$ cat src/rtl/rc4_pkg.sv
`default_nettype none
// =============================================================================
//  Module      : rc4_pkg
//  Description : Shared constants and key-schedule state encoding for RC4.
//  Revision    : 1.0
// =============================================================================
package rc4_pkg;

    localparam int S_DEPTH        = 256;
    localparam int KEY_LENGTH     = 3;
    localparam int MESSAGE_LENGTH = 32;

    // Idle cycles between registering an S address and a usable read/next access
    localparam int S_READ_WAIT    = 2;

    typedef enum logic [3:0] {
        ST_IDLE      = 4'd0,
        ST_INIT      = 4'd1,
        ST_SET_I     = 4'd2,
        ST_WAIT_I    = 4'd3,
        ST_READ_SI   = 4'd4,
        ST_COMPUTE_J = 4'd5,
        ST_SET_J     = 4'd6,
        ST_WAIT_J    = 4'd7,
        ST_READ_SJ   = 4'd8,
        ST_WR_I      = 4'd9,
        ST_WAIT_WI   = 4'd10,
        ST_WR_J      = 4'd11,
        ST_WAIT_WJ   = 4'd12,
        ST_NEXT      = 4'd13,
        ST_DONE      = 4'd14
    } ks_state_t;

endpackage
`default_nettype wire

$ cat src/rtl/rc4_key_schedule_if.sv
`default_nettype none
// =============================================================================
//  Module      : rc4_key_schedule_if
//  Description : Control handshake and S-memory port of the RC4 key schedule.
//  Revision    : 1.0
// =============================================================================
interface rc4_key_schedule_if #(
    parameter int KEY_LENGTH = rc4_pkg::KEY_LENGTH,
    parameter int S_DEPTH    = rc4_pkg::S_DEPTH
);

    logic                         start;
    logic                         done_ack;
    logic [8*KEY_LENGTH-1:0]      secret_key;
    logic [$clog2(S_DEPTH)-1:0]   s_mem_addr;
    logic [7:0]                   s_mem_data_read;
    logic [7:0]                   s_mem_data_write;
    logic                         s_mem_wren;
    logic                         done;

    modport slave (
        input  start,
        input  done_ack,
        input  secret_key,
        input  s_mem_data_read,
        output s_mem_addr,
        output s_mem_data_write,
        output s_mem_wren,
        output done
    );

    modport master (
        output start,
        output done_ack,
        output secret_key,
        output s_mem_data_read,
        input  s_mem_addr,
        input  s_mem_data_write,
        input  s_mem_wren,
        input  done
    );

endinterface
`default_nettype wire

$ cat src/rtl/rc4_key_schedule.sv
`default_nettype none
// =============================================================================
//  Module      : rc4_key_schedule
//  Description : Fills S with the identity permutation, then runs the RC4 KSA.
//  Revision    : 1.0
// =============================================================================
module rc4_key_schedule #(
    parameter int KEY_LENGTH = rc4_pkg::KEY_LENGTH,
    parameter int S_DEPTH    = rc4_pkg::S_DEPTH
) (
    input  wire logic             clk,
    input  wire logic             reset,
    rc4_key_schedule_if.slave     bus
);

    import rc4_pkg::*;

    localparam int c_AW      = $clog2(S_DEPTH);
    localparam int c_KW      = 8 * KEY_LENGTH;
    localparam int c_KIDX_W  = (KEY_LENGTH > 1) ? $clog2(KEY_LENGTH) : 1;

    localparam logic [c_AW-1:0]     c_LAST_IDX  = c_AW'(S_DEPTH - 1);
    localparam logic [c_KIDX_W-1:0] c_KIDX_LAST = c_KIDX_W'(KEY_LENGTH - 1);
    localparam logic [1:0]          c_WAIT_INIT = 2'(S_READ_WAIT - 1);

    ks_state_t            r_state,   w_state_nxt;
    logic [c_AW-1:0]      r_i,       w_i_nxt;
    logic [c_AW-1:0]      r_j,       w_j_nxt;
    logic [c_KIDX_W-1:0]  r_key_idx, w_key_idx_nxt;
    logic [7:0]           r_s_i,     w_s_i_nxt;
    logic [7:0]           r_s_j,     w_s_j_nxt;
    logic [c_KW-1:0]      r_key,     w_key_nxt;
    logic [1:0]           r_wait,    w_wait_nxt;
    logic [c_AW-1:0]      r_addr,    w_addr_nxt;
    logic [7:0]           r_wdata,   w_wdata_nxt;
    logic                 r_wren,    w_wren_nxt;
    logic                 r_done,    w_done_nxt;

    logic [7:0]           w_key_bytes [KEY_LENGTH];
    logic [7:0]           w_key_byte;
    logic [c_AW-1:0]      w_j_sum;

    // Byte 0 is the most significant byte of the key
    for (genvar g = 0; g < KEY_LENGTH; g++) begin : g_key_bytes
        assign w_key_bytes[g] = r_key[(KEY_LENGTH-1-g)*8 +: 8];
    end

    assign w_key_byte = w_key_bytes[r_key_idx];
    assign w_j_sum    = r_j + c_AW'(r_s_i) + c_AW'(w_key_byte);

    always_ff @(posedge clk or posedge reset) begin
        if (reset) begin
            r_state   <= ST_IDLE;
            r_i       <= '0;
            r_j       <= '0;
            r_key_idx <= '0;
            r_s_i     <= '0;
            r_s_j     <= '0;
            r_key     <= '0;
            r_wait    <= '0;
            r_addr    <= '0;
            r_wdata   <= '0;
            r_wren    <= 1'b0;
            r_done    <= 1'b0;
        end else begin
            r_state   <= w_state_nxt;
            r_i       <= w_i_nxt;
            r_j       <= w_j_nxt;
            r_key_idx <= w_key_idx_nxt;
            r_s_i     <= w_s_i_nxt;
            r_s_j     <= w_s_j_nxt;
            r_key     <= w_key_nxt;
            r_wait    <= w_wait_nxt;
            r_addr    <= w_addr_nxt;
            r_wdata   <= w_wdata_nxt;
            r_wren    <= w_wren_nxt;
            r_done    <= w_done_nxt;
        end
    end

    always_comb begin
        w_state_nxt   = r_state;
        w_i_nxt       = r_i;
        w_j_nxt       = r_j;
        w_key_idx_nxt = r_key_idx;
        w_s_i_nxt     = r_s_i;
        w_s_j_nxt     = r_s_j;
        w_key_nxt     = r_key;
        w_wait_nxt    = r_wait;
        w_addr_nxt    = r_addr;
        w_wdata_nxt   = r_wdata;
        w_wren_nxt    = 1'b0;
        w_done_nxt    = 1'b0;

        case (r_state)
            ST_IDLE: begin
                if (bus.start) begin
                    w_key_nxt   = bus.secret_key;
                    w_i_nxt     = '0;
                    w_state_nxt = ST_INIT;
                end
            end
            ST_INIT: begin
                w_addr_nxt  = r_i;
                w_wdata_nxt = 8'(r_i);
                w_wren_nxt  = 1'b1;
                w_i_nxt     = r_i + 1'b1;
                if (r_i == c_LAST_IDX) begin
                    w_i_nxt       = '0;
                    w_j_nxt       = '0;
                    w_key_idx_nxt = '0;
                    w_state_nxt   = ST_SET_I;
                end
            end
            ST_SET_I: begin
                w_addr_nxt  = r_i;
                w_wait_nxt  = c_WAIT_INIT;
                w_state_nxt = ST_WAIT_I;
            end
            ST_WAIT_I: begin
                w_wait_nxt = r_wait - 1'b1;
                if (r_wait == '0) begin
                    w_state_nxt = ST_READ_SI;
                end
            end
            ST_READ_SI: begin
                w_s_i_nxt   = bus.s_mem_data_read;
                w_state_nxt = ST_COMPUTE_J;
            end
            ST_COMPUTE_J: begin
                w_j_nxt     = w_j_sum;
                w_state_nxt = ST_SET_J;
            end
            ST_SET_J: begin
                w_addr_nxt  = r_j;
                w_wait_nxt  = c_WAIT_INIT;
                w_state_nxt = ST_WAIT_J;
            end
            ST_WAIT_J: begin
                w_wait_nxt = r_wait - 1'b1;
                if (r_wait == '0) begin
                    w_state_nxt = ST_READ_SJ;
                end
            end
            ST_READ_SJ: begin
                w_s_j_nxt   = bus.s_mem_data_read;
                w_state_nxt = ST_WR_I;
            end
            // When i == j both writes land on one address; the later S[j] write wins
            ST_WR_I: begin
                w_addr_nxt  = r_i;
                w_wdata_nxt = r_s_j;
                w_wren_nxt  = 1'b1;
                w_wait_nxt  = c_WAIT_INIT;
                w_state_nxt = ST_WAIT_WI;
            end
            ST_WAIT_WI: begin
                w_wait_nxt = r_wait - 1'b1;
                if (r_wait == '0) begin
                    w_state_nxt = ST_WR_J;
                end
            end
            ST_WR_J: begin
                w_addr_nxt  = r_j;
                w_wdata_nxt = r_s_i;
                w_wren_nxt  = 1'b1;
                w_wait_nxt  = c_WAIT_INIT;
                w_state_nxt = ST_WAIT_WJ;
            end
            ST_WAIT_WJ: begin
                w_wait_nxt = r_wait - 1'b1;
                if (r_wait == '0) begin
                    w_state_nxt = ST_NEXT;
                end
            end
            ST_NEXT: begin
                w_key_idx_nxt = (r_key_idx == c_KIDX_LAST) ? '0 : r_key_idx + 1'b1;
                if (r_i == c_LAST_IDX) begin
                    w_state_nxt = ST_DONE;
                end else begin
                    w_i_nxt     = r_i + 1'b1;
                    w_state_nxt = ST_SET_I;
                end
            end
            ST_DONE: begin
                w_done_nxt = 1'b1;
                if (bus.done_ack) begin
                    w_done_nxt  = 1'b0;
                    w_state_nxt = ST_IDLE;
                end
            end
            default: begin
                w_state_nxt = ST_IDLE;
            end
        endcase
    end

    assign bus.s_mem_addr       = r_addr;
    assign bus.s_mem_data_write = r_wdata;
    assign bus.s_mem_wren       = r_wren;
    assign bus.done             = r_done;

endmodule
`default_nettype wire

$ cat src/flat_wrapper.sv
// flat-port wrapper written by rule: the top's interface ports become plain ports
module rc4_key_schedule_flat import rc4_pkg::*;
#(
    parameter int KEY_LENGTH = rc4_pkg::KEY_LENGTH,
    parameter int S_DEPTH    = rc4_pkg::S_DEPTH
)
  (clk, reset, bus_start, bus_done_ack, bus_secret_key, bus_s_mem_data_read, bus_s_mem_addr, bus_s_mem_data_write, bus_s_mem_wren, bus_done);
  rc4_key_schedule_if #(.KEY_LENGTH(KEY_LENGTH), .S_DEPTH(S_DEPTH)) bus_i ();
  input  wire logic clk;
  input  wire logic reset;
  input wire logic [$bits(bus_i.start)-1:0] bus_start;
  input wire logic [$bits(bus_i.done_ack)-1:0] bus_done_ack;
  input wire logic [$bits(bus_i.secret_key)-1:0] bus_secret_key;
  input wire logic [$bits(bus_i.s_mem_data_read)-1:0] bus_s_mem_data_read;
  output wire logic [$bits(bus_i.s_mem_addr)-1:0] bus_s_mem_addr;
  output wire logic [$bits(bus_i.s_mem_data_write)-1:0] bus_s_mem_data_write;
  output wire logic [$bits(bus_i.s_mem_wren)-1:0] bus_s_mem_wren;
  output wire logic [$bits(bus_i.done)-1:0] bus_done;
  assign bus_i.start = bus_start;
  assign bus_i.done_ack = bus_done_ack;
  assign bus_i.secret_key = bus_secret_key;
  assign bus_i.s_mem_data_read = bus_s_mem_data_read;
  assign bus_s_mem_addr = bus_i.s_mem_addr;
  assign bus_s_mem_data_write = bus_i.s_mem_data_write;
  assign bus_s_mem_wren = bus_i.s_mem_wren;
  assign bus_done = bus_i.done;
  rc4_key_schedule #(.KEY_LENGTH(KEY_LENGTH), .S_DEPTH(S_DEPTH)) u_core (.clk(clk), .reset(reset), .bus(bus_i));
endmodule
$ cat config.mk
export PLATFORM = sky130hd
export DESIGN_NAME = rc4_key_schedule_flat
export DESIGN_NICKNAME = d
export VERILOG_FILES = /design/src/rtl/rc4_pkg.sv /design/src/rtl/rc4_key_schedule_if.sv /design/src/rtl/rc4_key_schedule.sv /design/src/flat_wrapper.sv
export SDC_FILE = /design/constraint.sdc
export NUM_CORES = 1
export LEC_CHECK = 0
export BUFFER_PORTS_ARGS = -buffer_cell sky130_fd_sc_hd__buf_2
export CAP_MARGIN = 20
export CORE_ASPECT_RATIO = 0.9
export CORE_MARGIN = 3
export CORE_UTILIZATION = 52
export CTS_CLUSTER_SIZE = 8
export DETAILED_ROUTE_END_ITERATION = 10
export GPL_TIMING_DRIVEN = 0
export PLACE_DENSITY = 0.87
export SETUP_SLACK_MARGIN = 0.2
export SYNTH_ARGS = -nofsm -noshare
export SYNTH_HDL_FRONTEND = slang
export SYNTH_SLANG_ARGS = --single-unit
$ cat constraint.sdc
create_clock -name clk -period 2.4 [get_ports clk]
set_clock_uncertainty 0.05 [all_clocks]
set_input_delay 0.36 -clock clk [delete_from_list [all_inputs] [get_ports clk]]
set_output_delay 0.36 -clock clk [all_outputs]
set_load 0.01 [all_outputs]
Word level (Yosys, flattened, before mapping)
Index checks and enable logic that the tools add are counted.

Bits of input ports: 36. Output and inout port bits: 18. Register bits after elaboration: 82. Word-level logic and storage cells: 88.

Add/subtract/negate cells: 5. Bitwise gates (word level): 1. Reduce and logical (&&, ||, !) cells: 18. Mux-type cells: 27. Equality and inequality tests: 24. Order comparisons: 1.

Operators with widths (count): $pmux 4 s15 (1); $mux 8 (6); $pmux 8 s3 (2); $mux 4 (8); $pmux 8 s2 (2); $eq 4x4->1 const B (7); $add 8x8->8 (2); $bmux 8 s2 (1); $eq 4x3->1 const B (4); $ne 2x1->1 const B (5); $add 8x1->8 const B (1); $eq 4x2->1 const B (2); $eq 8x8->1 const B (1); $pmux 2 s2 (2); $reduce_bool 2->1 (4); $reduce_or 4->1 (2); $reduce_and 7->1 (1); $ne 2x2->1 const B (3); $reduce_and 2->1 (3); $reduce_bool 3->1 (2); $reduce_or 3->1 (2); $eq 4x1->1 const B (1); $logic_not 4->1 (1); $mux 2 (2); 9 further kinds (11).

Logic depth before layout (Yosys ltp)
Gate-level depths: netlist of run 1.

Word-level depth: 6. Depth in mapped cells: 13. Depth with buffers taken out: 12.

Least setup slack after synthesis of run 1
OpenSTA, ideal clock, no wires.

Kind: reg-to-reg. From: reg u_core.r_key_idx[1]. To: reg u_core.r_j[7]. Data required time: 2.229 ns. Clock period less this slack: 2.679 ns. Slack: -0.279 ns. Arrival: 2.508 ns. Cell stages (with the launch flop): 14. Cells stage by stage: dfrtp_1 -> nor2b_1 -> clkbuf_1 -> nand2_1 -> o21ai_0 -> fa_1 -> ha_1 -> inv_1 -> fa_1 -> nor2b_1 -> o31a_1 -> o22ai_1 -> xnor2_1 -> a22o_1.

Longest elaborated chain between the ends: 6.

Ends and longest elaborated chain: from (decl) (line rc4_key_schedule.sv:29) `logic [c_KIDX_W-1:0] r_key_idx, w_key_idx_nxt;`; from (signal assigned) (line rc4_key_schedule.sv:69) `r_key_idx <= w_key_idx_nxt;`; $not 2->3 (implied by the code) (line rc4_key_schedule.sv:48) `assign w_key_byte = w_key_bytes[r_key_idx];`; $bmux 8 s2 (line rc4_key_schedule.sv:48); $mux 8 (implied by the code) (2 in series) (line rc4_key_schedule.sv:48); $add 8x8->8 (line rc4_key_schedule.sv:49) `assign w_j_sum = r_j + c_AW'(r_s_i) + c_AW'(w_key_byte);`; $pmux 8 s2 (line rc4_key_schedule.sv:95) `case (r_state)`; to (signal assigned) (line rc4_key_schedule.sv:68) `r_j <= w_j_nxt;`; to (decl) (line rc4_key_schedule.sv:28) `logic [c_AW-1:0] r_j, w_j_nxt;`.

Every way passes these cells. The select of a mux whose other input is x is not followed. A chain may end at the register's enable or synchronous reset.

Worst setup path after layout of run 1
From: reg u_core.r_key_idx[0]. To: reg u_core.r_j[7].

The elaborated chain is that of the path after synthesis.

==> flow_metrics.py, run 1 <==
metrics = {
    "outcome": {
        "status": "complete, but fails checks",
        "failed_checks": "negative setup slack",
    },
    "cells_and_area": {
        "syn2layout_area_growth_pct": 17.66,
        "stdcell_area_mm2": 0.005076,
        "fin_nets": 523,
        "final_common_cell": "dfrtp_1",
        "num_antenna_cells": 0,
        "multi_input_area_mm2": 0.002163,
        "final-instance-count-excl-fill": 572,
        "layout-drive-gt1-share_pct": 34.03,
        "fillers": 635,
        "final_cell_mix": "dfrtp_1, buf_2, mux2_2",
        "regArea_mm2": 0.002052,
    },
    "power": {
        "p_total_w": 0.003541,
        "powerDensity_mw_per_mm2": 697.5,
        "irDropWorstVdd_mv": 0.4091,
        "power.leakage_nw": 2.440,
    },
    "yosys": {
        "synthAdderAreaFrac_pct": 6.032,
        "synth_fp_nets": 448,
        "synthSimpleGateAreaFrac_pct": 12.70,
        "synth_top_family_by_area": "multiplexers",
        "synth_ff_type": "dfrtp_1",
        "ys_seq_elements": 82,
        "yosys_warnings": 0,
        "synthArstFlopShare_pct": 100.0,
        "synth-xor-area-share_pct": 1.421,
        "syn_area_mm2": 0.004314,
        "netlist_instances": 396,
        "synth.area.mux_share_pct": 14.65,
        "avgSynthCellArea_um2": 10.89,
        "synth_cell_types": 57,
        "synth_compound_area_share_pct": 14.18,
        "yosysSeqAreaShare_pct": 47.56,
        "synth_edf_count": 0,
    },
    "sta": {
        "post-route-period-util_pct": 115.9,
        "setup_viol": 5,
        "worst_pin_slew_ps": 785.9,
        "finalSetupTns_ps": -1438,
        "period_minus_slack_ps": 2782,
        "drv_slew": 0,
        "maxClockFrequency_mhz": 359.5,
        "rsz0062_at_grt": "yes",
        "timing.final.ws_setup_ps": -381.8,
        "max-slew-margin-rel_pct": 47.32,
        "hold_viol": 0,
    },
    "floorplan": {
        "die_w_um": 102.0,
        "placementRows": 30,
        "pin_count": 54,
        "die_h_um": 92.41,
        "start_util_pct": 55.26,
        "core_mm2": 0.007807,
        "fp.dieArea_mm2": 0.009427,
    },
    "worst_setup_path": {
        "crit_slowest_cell": "fa_1",
        "r2r_cells": 12,
        "crit_chain": "buf_6, mux2i_2, o21ai_2, fa_1, ha_2, inv_2, fa_2, nor2b_2, o31a_1, o22ai_2, xnor2_1, a22o_1",
        "arrival_ps": 2970,
        "crit_buf_inv": 2,
        "crit_cells": 12,
        "crit_family": "adder cells",
        "critPathLaunchType": "flop",
        "cp.required_ps": 2590,
        "critical-path-max-stage-delay_ps": 510,
        "critPathKind": "flop to flop",
        "end_kind": "flop",
        "crit_fanout": 5,
    },
    "clock_network": {
        "holdBufCountCts": 0,
        "cts_root_buf": "clkbuf_8",
        "cts.sinks": 82,
        "clk_pin_slew_worst_paths_ps": 90,
        "numCtsBuffers": 9,
        "h-tree-depth": 3,
        "cts_tree": "built",
        "cts_buffer_depth": 2,
        "clk_latency_ps": 350,
    },
    "drt": {
        "wire_per_inst_um": 17.80,
        "via_count": 3434,
        "drt_iter0_markers": 275,
        "first_pass_iters": 5,
        "ant_nets": 0,
        "via_per_inst": 6.003,
        "drc": 0,
        "wl_um": 10180,
    },
    "place": {
        "placed_cell_area_mm2": 0.004753,
        "numPortBuffers": 53,
        "gp_congestion": 0.8800,
        "place_inst": 547,
        "dpl.hpwl_um": 7511,
    },
    "global_route": {
        "grt_usage_pct": 22.43,
        "antenna_found_initial": 0,
        "first_global_vias": 3371,
        "grt_pass1_wl_um": 16570,
        "grt-ovfl-total": 0,
        "grt_start_max_net_pins": 31,
    },
    "min_path": {
        "holdCritPathClass": "primary input to async pin",
    },
    "job": {
        "drv_cap": 0,
    },
}
## area by class of cell
cell class | instances | area share [%]
Buffer | 21 | 2.292
Clock buffer | 10 | 2.514
Multi-Input combinational cell | 282 | 42.62
Sequential cell | 82 | 40.42
Timing Repair Buffer | 64 | 7.567
Tap cell | 96 | 2.366
Clock inverter | 6 | 1.331
Inverter | 11 | 0.8874
## worst register-to-register path, stage by stage, from the launching register on
cell and delay (ps):
dfrtp_1 370, buf_6 130, mux2i_2 230, o21ai_2 110, fa_1 510, ha_2 190, inv_2 40, fa_2 340
nor2b_2 130, o31a_1 180, o22ai_2 100, xnor2_1 130, a22o_1 170
## logic make-up (layout without fill, tap and decap cells)
logic type,Yosys count,in the layout
compound gates,97,97
xor+xnor,7,7
fa+ha+maj,16,16
buf+inv,32,112
flops,82,82
mux,58,58
simple gates,104,104
## report_power, final
| part | leakage [nW] | internal, W | switching, W | total, W |
|---|---|---|---|---|
| clock network | 0.0925 | 0.000483 | 0.000512 | 0.000994 |
| logic | 1.36 | 0.000470 | 0.000437 | 0.000907 |
| registers | 0.986 | 0.00152 | 0.000124 | 0.00164 |
| total | 2.44 | 0.00247 | 0.00107 | 0.00354 |
## through the flow
stage	hold slack [ps]	worst slack (ps)	util [%]
6_report	45.45	-381.8	65.02
3_5_place_dp	424.6	-462.2	60.88
4_1_cts	56.54	-395.2	64.38
2_1_floorplan	422.2	-193.8	-
5_1_grt	74.92	-482.9	65.02
3_3_place_gp	407.4	-392.1	60.37
## state kept, by name, indices dropped and copies added, names as in the netlist
name / count
u_core.r_wait: 2
u_core.r_i: 8
u_core.r_s_j: 8
u_core.r_j: 8
u_core.r_key: 24
u_core.r_key_idx: 2
u_core.bus.done: 1
u_core.r_s_i: 8
u_core.bus.s_mem_data_write: 8
u_core.bus.s_mem_wren: 1
u_core.bus.s_mem_addr: 8
u_core.r_state: 4
## routing by layer
metal / GRT usage [%] / up-vias / share of wire, %
met1: 29.67 / 1689 / 43
li1: - / 1578 / -
met2: 36.96 / 137 / 49
met4: 6.995 / 0 / 2.4
met3: 4.593 / 30 / 5.8
met5: 0 / - / 0
## cells in the mapped netlist, drive strengths merged (2+ instances only)
cell | n | area [µm²]
a21oi | 22 | 110.1
mux2i | 17 | 170.2
o21a | 2 | 15.01
nor2b | 4 | 25.02
nand3 | 9 | 55.05
mux2 | 41 | 461.7
buf | 15 | 83.83
xnor2 | 4 | 35.03
a221oi | 8 | 70.07
nor3b | 8 | 60.06
nand2b | 7 | 43.79
fa | 8 | 160.2
nand2 | 33 | 128.9
a22o | 7 | 61.31
nor3 | 4 | 25.02
o22ai | 4 | 25.02
dfrtp | 82 | 2052
nor2 | 23 | 93.84
ha | 8 | 100.1
clkbuf | 6 | 23.77
inv | 11 | 41.29
a21o | 3 | 22.52
xor2 | 3 | 26.28
o21ai | 38 | 190.2
and3 | 4 | 25.02
or2 | 2 | 12.51
## repair_timing
| item | CTS | global route |
|---|---|---|
| gates resized for setup | 12 | 10 |
| buffers inserted | 7 | 2 |
| pin swaps | 4 | 7 |
| endpoints found under the setup margin | 6 | 6 |
## worst paths after layout
path / to / from / slack (ps)
worst max register to register: u_core.r_j[7] / u_core.r_key_idx[0] / -380
worst min register to register: u_core.bus.s_mem_addr[4] / u_core.bus.s_mem_addr[4] / 440
max in group asynchronous: u_core.bus.s_mem_addr[0] / reset / 1500
min in group clk: u_core.r_key[9] / bus_secret_key[9] / 180
worst max-delay path: u_core.r_j[7] / u_core.r_key_idx[0] / -380
worst min-delay path: u_core.r_key[3] / reset / 50
(Power assumes the default switching activity.)
==> run 2: changes to the inputs <==
==> constraint.sdc (replaced) <==
create_clock -name clk -period 2.4 [get_ports clk]
set_clock_uncertainty 0.05 [all_clocks]
set_input_delay 0.24 -clock clk [delete_from_list [all_inputs] [get_ports clk]]
set_output_delay 0.24 -clock clk [all_outputs]
set_load 0.01 [all_outputs]
==> run 2 against run 1 <==
  * The run still ends with negative setup slack left
  * Clock power about the same
  * Worst setup slack got worse by 18 ps
  * Die area unchanged
  * Design area up 0.20%
  * Utilization increased by 0.13 points
  * Critical endpoint unchanged
  * Largest cell class unchanged
  * Largest power group unchanged
  * Highest routed layer unchanged
==> flow_metrics.py, run 2 (same netlist as run 1, synthesis figures left out) <==
metrics = {
    "outcome": {
        "status": "complete, but fails checks",
        "failed_checks": "negative setup slack",
    },
    "worst_setup_path": {
        "end_kind": "flop",
        "reg2reg_from": "u_core.r_key_idx[0]",
        "ff2ff_setup_slack_ps": -400,
        "crit_fanout": 5,
        "reg2reg_to": "u_core.r_j[7]",
        "cp.required_ps": 2590,
        "critPathLaunchType": "flop",
        "critPathKind": "flop to flop",
        "r2r_cells": 12,
        "arrival_ps": 2990,
    },
    "global_route": {
        "grt_start_max_net_pins": 31,
        "grt_pass1_wl_um": 16570,
        "met3_usage_pct": 4.593,
        "antenna_found_initial": 0,
        "grt-ovfl-total": 0,
        "first_global_vias": 3371,
        "grt_usage_pct": 22.43,
        "grtUsageMet2_pct": 36.96,
        "grt.busiest_layer": "met2",
        "met1_usage_pct": 29.67,
    },
    "clock_network": {
        "cts_buffer_depth": 2,
        "cts_root_buf": "clkbuf_8",
        "numCtsBuffers": 9,
        "clk_latency_ps": 350,
        "cts_tree": "built",
        "cts.sinks": 82,
        "h-tree-depth": 3,
        "clk_pin_slew_worst_paths_ps": 90,
    },
    "job": {
        "drv_cap": 0,
    },
    "min_path": {
        "holdPathEnd": "u_core.r_key[9]",
        "holdCritPathClass": "primary input to flop",
        "hp-start": "bus_secret_key[9]",
        "holdPathStages": 2,
    },
    "cells_and_area": {
        "top_register": "u_core.r_key",
        "largest_reg_flops": 24,
        "multi_input_area_mm2": 0.002163,
        "stdcell_area_mm2": 0.005086,
        "layout-drive-gt1-share_pct": 33.96,
        "final_cell_mix": "dfrtp_1, buf_2, mux2_2",
        "num_antenna_cells": 0,
        "fillers": 634,
        "final_util_pct": 65.14,
        "fin_nets": 524,
        "syn2layout_area_growth_pct": 17.89,
        "regArea_mm2": 0.002052,
        "final_common_cell": "dfrtp_1",
    },
    "sta": {
        "drv_slew": 0,
        "rsz0062_at_grt": "yes",
        "max-slew-margin-rel_pct": 48.32,
        "maxClockFrequency_mhz": 357.2,
        "period_minus_slack_ps": 2800,
        "setup_viol": 5,
        "timing.final.ws_setup_ps": -399.5,
        "hold_viol": 0,
        "post-route-period-util_pct": 116.6,
        "finalSetupTns_ps": -1477,
        "worst_pin_slew_ps": 771.0,
    },
    "floorplan": {
        "pin_count": 54,
        "start_util_pct": 55.26,
        "placementRows": 30,
        "fp.dieArea_mm2": 0.009427,
        "die_w_um": 102.0,
        "die_h_um": 92.41,
        "core_mm2": 0.007807,
    },
    "power": {
        "powerDensity_mw_per_mm2": 697.2,
        "power.leakage_nw": 2.445,
        "p_total_w": 0.003546,
        "irDropWorstVdd_mv": 0.4093,
    },
    "drt": {
        "drc": 0,
        "ant_nets": 0,
        "first_pass_iters": 5,
        "drt_iter0_markers": 289,
        "wire_per_inst_um": 17.85,
        "via_count": 3439,
        "via_per_inst": 6.002,
        "wl_um": 10230,
    },
    "place": {
        "numPortBuffers": 53,
        "dpl.hpwl_um": 7511,
        "gp_congestion": 0.8800,
        "placed_cell_area_mm2": 0.004753,
    },
}
[run 2: worst max-delay path by stage]
stage,startpoint,end,cells after the start
final,u_core.r_key_idx[0],u_core.r_j[7],12
after global routing,u_core.r_key_idx[0],u_core.r_j[7],12
after CTS,u_core.r_key_idx[0],u_core.r_j[7],12
after detailed placement,u_core.r_key_idx[0],u_core.r_j[7],12
after global placement,u_core.r_key_idx[0],u_core.r_j[7],12
after floorplan,u_core.r_key_idx[0],u_core.r_j[7],12
[run 2: layer usage]
metal,wire [µm],vias to the layer above
met4,208,0
li1,-,1583
met5,0,-
met2,4967,146
met3,627,23
met1,4422,1687
[run 2: repair_timing]
action / CTS / global route
hold buffers: 1 / 0
pin swaps: 4 / 7
setup endpoints to repair: 6 / 6
endpoints found under the hold margin: 29 / 0
resized for setup: 12 / 10
buffers inserted: 7 / 2
[run 2: power by group]
group | switching (W) | internal (W) | total (W)
clock | 0.000510 | 0.000483 | 0.000993
sequential | 0.000126 | 0.00152 | 0.00164
combinational | 0.000440 | 0.000471 | 0.000911
[run 2: worst max-delay path, stage by stage, from the launching register on]
cell	delay, ps
dfrtp_1	370
buf_6	130
mux2i_2	230
o21ai_2	110
fa_1	510
ha_2	190
inv_2	40
fa_2	340
nor2b_2	140
o31a_1	190
o22ai_2	100
xnor2_1	130
a22o_1	170
[run 2: metrics by stage]
step | setup slack [ps] | std cells | hold WS [ps]
6_report | -399.5 | 573 | 59.00
3_5_place_dp | -462.2 | 547 | 317.6
4_1_cts | -395.2 | 571 | 55.72
3_3_place_gp | -392.1 | 545 | 407.4
5_1_grt | -482.9 | 573 | 49.09
2_1_floorplan | -193.8 | 396 | 340.4
[run 2: layout make-up]
cell class	instances	area share (%)
multi-input combinational	282	42.53
sequential	82	40.34
timing repair buffer	65	7.749
clock buffer	10	2.509
tap	96	2.362
buffer	21	2.288
clock inverter	6	1.328
inverter	11	0.8856
==> run 3: changes to the inputs <==
--- a/config.mk
+++ b/config.mk
@@ -13,7 +13,7 @@
 export CTS_CLUSTER_SIZE = 8
 export DETAILED_ROUTE_END_ITERATION = 10
 export GPL_TIMING_DRIVEN = 0
-export PLACE_DENSITY = 0.87
+export PLACE_DENSITY = 0.83
 export SETUP_SLACK_MARGIN = 0.2
 export SYNTH_ARGS = -nofsm -noshare
 export SYNTH_HDL_FRONTEND = slang
==> run 3 against run 2 <==
  * The run still ends with negative setup slack left
  * Global-route usage about the same
  * Largest cell class unchanged
  * Maximum frequency up 2.4%
  * Total power decreased by 0.54%
  * Sequential share of layout area about the same
  * Worst setup slack gained 64 ps
  * Critical path type unchanged
  * Flip-flop and latch count stayed put
  * Via count down 2.2%
==> flow_metrics.py, run 3 (same netlist as run 1, synthesis figures left out) <==
metrics = {
    "cells_and_area": {
        "largest_reg_flops": 24,
        "final_common_cell": "dfrtp_1",
        "fin_nets": 522,
        "layout-drive-gt1-share_pct": 34.11,
        "top_register": "u_core.r_key",
        "regArea_mm2": 0.002052,
        "fillers": 618,
        "num_antenna_cells": 0,
        "final_cell_mix": "dfrtp_1, buf_2, mux2_2",
        "syn2layout_area_growth_pct": 17.84,
        "multi_input_area_mm2": 0.002192,
    },
    "place": {
        "dpl.hpwl_um": 7412,
        "gp_congestion": 0.9058,
        "dp_slack_ps": -390.8,
        "numPortBuffers": 53,
    },
    "sta": {
        "finalSetupTns_ps": -860.9,
        "worst_pin_slew_ps": 802.7,
        "post-route-period-util_pct": 114.0,
        "drv_slew": 0,
        "timing.final.ws_setup_ps": -335.1,
        "max-slew-margin-rel_pct": 46.20,
        "rsz0062_at_grt": "yes",
        "setup_viol": 5,
        "maxClockFrequency_mhz": 365.6,
        "hold_slack_ps": 58.35,
        "hold_viol": 0,
        "period_minus_slack_ps": 2735,
    },
    "job": {
        "drv_cap": 0,
    },
    "drt": {
        "via_per_inst": 5.888,
        "ant_nets": 0,
        "drc": 0,
        "first_pass_iters": 5,
        "wire_per_inst_um": 17.71,
        "wl_um": 10110,
        "via_count": 3362,
        "drt_iter0_markers": 186,
    },
    "min_path": {
        "holdCritPathClass": "primary input to flop",
    },
    "worst_setup_path": {
        "cp.required_ps": 2600,
        "critPathKind": "flop to flop",
        "critical-path-max-stage-delay_ps": 480,
        "arrival_ps": 2930,
        "critPathLaunchType": "flop",
        "crit_slowest_cell": "fa_1",
        "end_kind": "flop",
        "crit_fanout": 5,
        "crit_chain": "buf_6, mux2i_2, o21ai_2, fa_1, ha_1, nor2b_2, o31a_1, o22ai_1, xnor2_1, a22o_1",
    },
    "floorplan": {
        "start_util_pct": 55.26,
        "pin_count": 54,
        "die_w_um": 102.0,
        "placementRows": 30,
        "die_h_um": 92.41,
        "fp.dieArea_mm2": 0.009427,
        "core_mm2": 0.007807,
    },
    "power": {
        "powerDensity_mw_per_mm2": 693.8,
        "power.leakage_nw": 2.425,
        "p_total_w": 0.003527,
        "irDropWorstVdd_mv": 0.4462,
    },
    "global_route": {
        "grt_usage_pct": 22.44,
        "antenna_found_initial": 0,
        "grt_pass1_wl_um": 16410,
        "first_global_vias": 3329,
        "grt-ovfl-total": 0,
        "grt_start_max_net_pins": 37,
    },
    "clock_network": {
        "cts.sinks": 82,
        "h-tree-depth": 3,
        "clk_latency_ps": 360,
        "clk_pin_slew_worst_paths_ps": 80,
        "cts_root_buf": "clkbuf_8",
        "cts_buffer_depth": 2,
        "numCtsBuffers": 9,
        "cts_tree": "built",
    },
    "outcome": {
        "status": "complete, but fails checks",
        "failed_checks": "negative setup slack",
    },
}
-- run 3: changes by cell type in the layout (fill, tap and decap cells not counted), moves of 2 or more --
cell / previous run / this run
buf_4: 7 / 5
nand2_1: 29 / 31
nand2_2: 4 / 2
o21ai_0: 29 / 27
o21ai_1: 7 / 9
-- run 3: metrics by stage --
stage,instances,cell area (µm²),utilization [%]
2_1_floorplan,396,4328,-
3_3_place_gp,545,4713,60.37
3_5_place_dp,547,4753,60.88
4_1_cts,569,5034,64.47
5_1_grt,571,5084,65.11
6_report,571,5084,65.11
-- run 3: routing by layer --
metal / share of wire [%] / track usage (%) / wire (µm) / up-vias
li1: - / - / - / 1577
met1: 43 / 29.70 / 4388 / 1659
met2: 49 / 36.63 / 4991 / 111
met3: 6.0 / 6.250 / 608 / 15
met4: 1.2 / 5.137 / 125 / 0
met5: 0 / 0 / 0 / -
-- run 3: power breakdown --
group	switching [W]	internal (W)
clock	0.000508	0.000408
combinational	0.000468	0.000499
sequential	0.000128	0.00152
total	0.00110	0.00242
-- run 3: final cells by class --
| cell class | instances | share of cell area [%] |
|---|---|---|
| clock buffer | 11 | 2.781 |
| buffer | 21 | 2.289 |
| sequential | 82 | 40.36 |
| clock inverter | 5 | 0.7384 |
| inverter | 11 | 0.8860 |
| timing repair buffer | 63 | 7.458 |
| tap | 96 | 2.363 |
| multi-input combinational | 282 | 43.12 |
-- run 3: path summary, 6_finish.rpt --
path	startpoint	slack (ps)	endpoint	cells past startpoint
min in group asynchronous	reset	370	u_core.r_key[13]	3
setup / recovery	u_core.r_key_idx[0]	-340	u_core.r_j[7]	10
max in group asynchronous	reset	1210	u_core.r_j[6]	5
hold / removal	bus_secret_key[13]	60	u_core.r_key[13]	2
setup reg to reg	u_core.r_key_idx[0]	-340	u_core.r_j[7]	10
hold reg to reg	u_core.bus.s_mem_addr[0]	430	u_core.bus.s_mem_addr[0]	2
-- run 3: worst max-delay path, delay by kind of cell, from the launching register on --
family / cells / cell delay [ps]
buf+inv: 1 / 150
mux: 1 / 250
fa+ha+maj: 2 / 860
simple gates: 1 / 180
compound gates: 4 / 690
xor+xnor: 1 / 90
flops: 1 / 370
-- run 3: timing repair --
action,in CTS,in global routing
endpoints found under the hold margin,17,0
buffers inserted,5,2
resized for setup,16,10
pin swaps,9,6
hold buffers,1,0
endpoints found under the setup margin,6,6
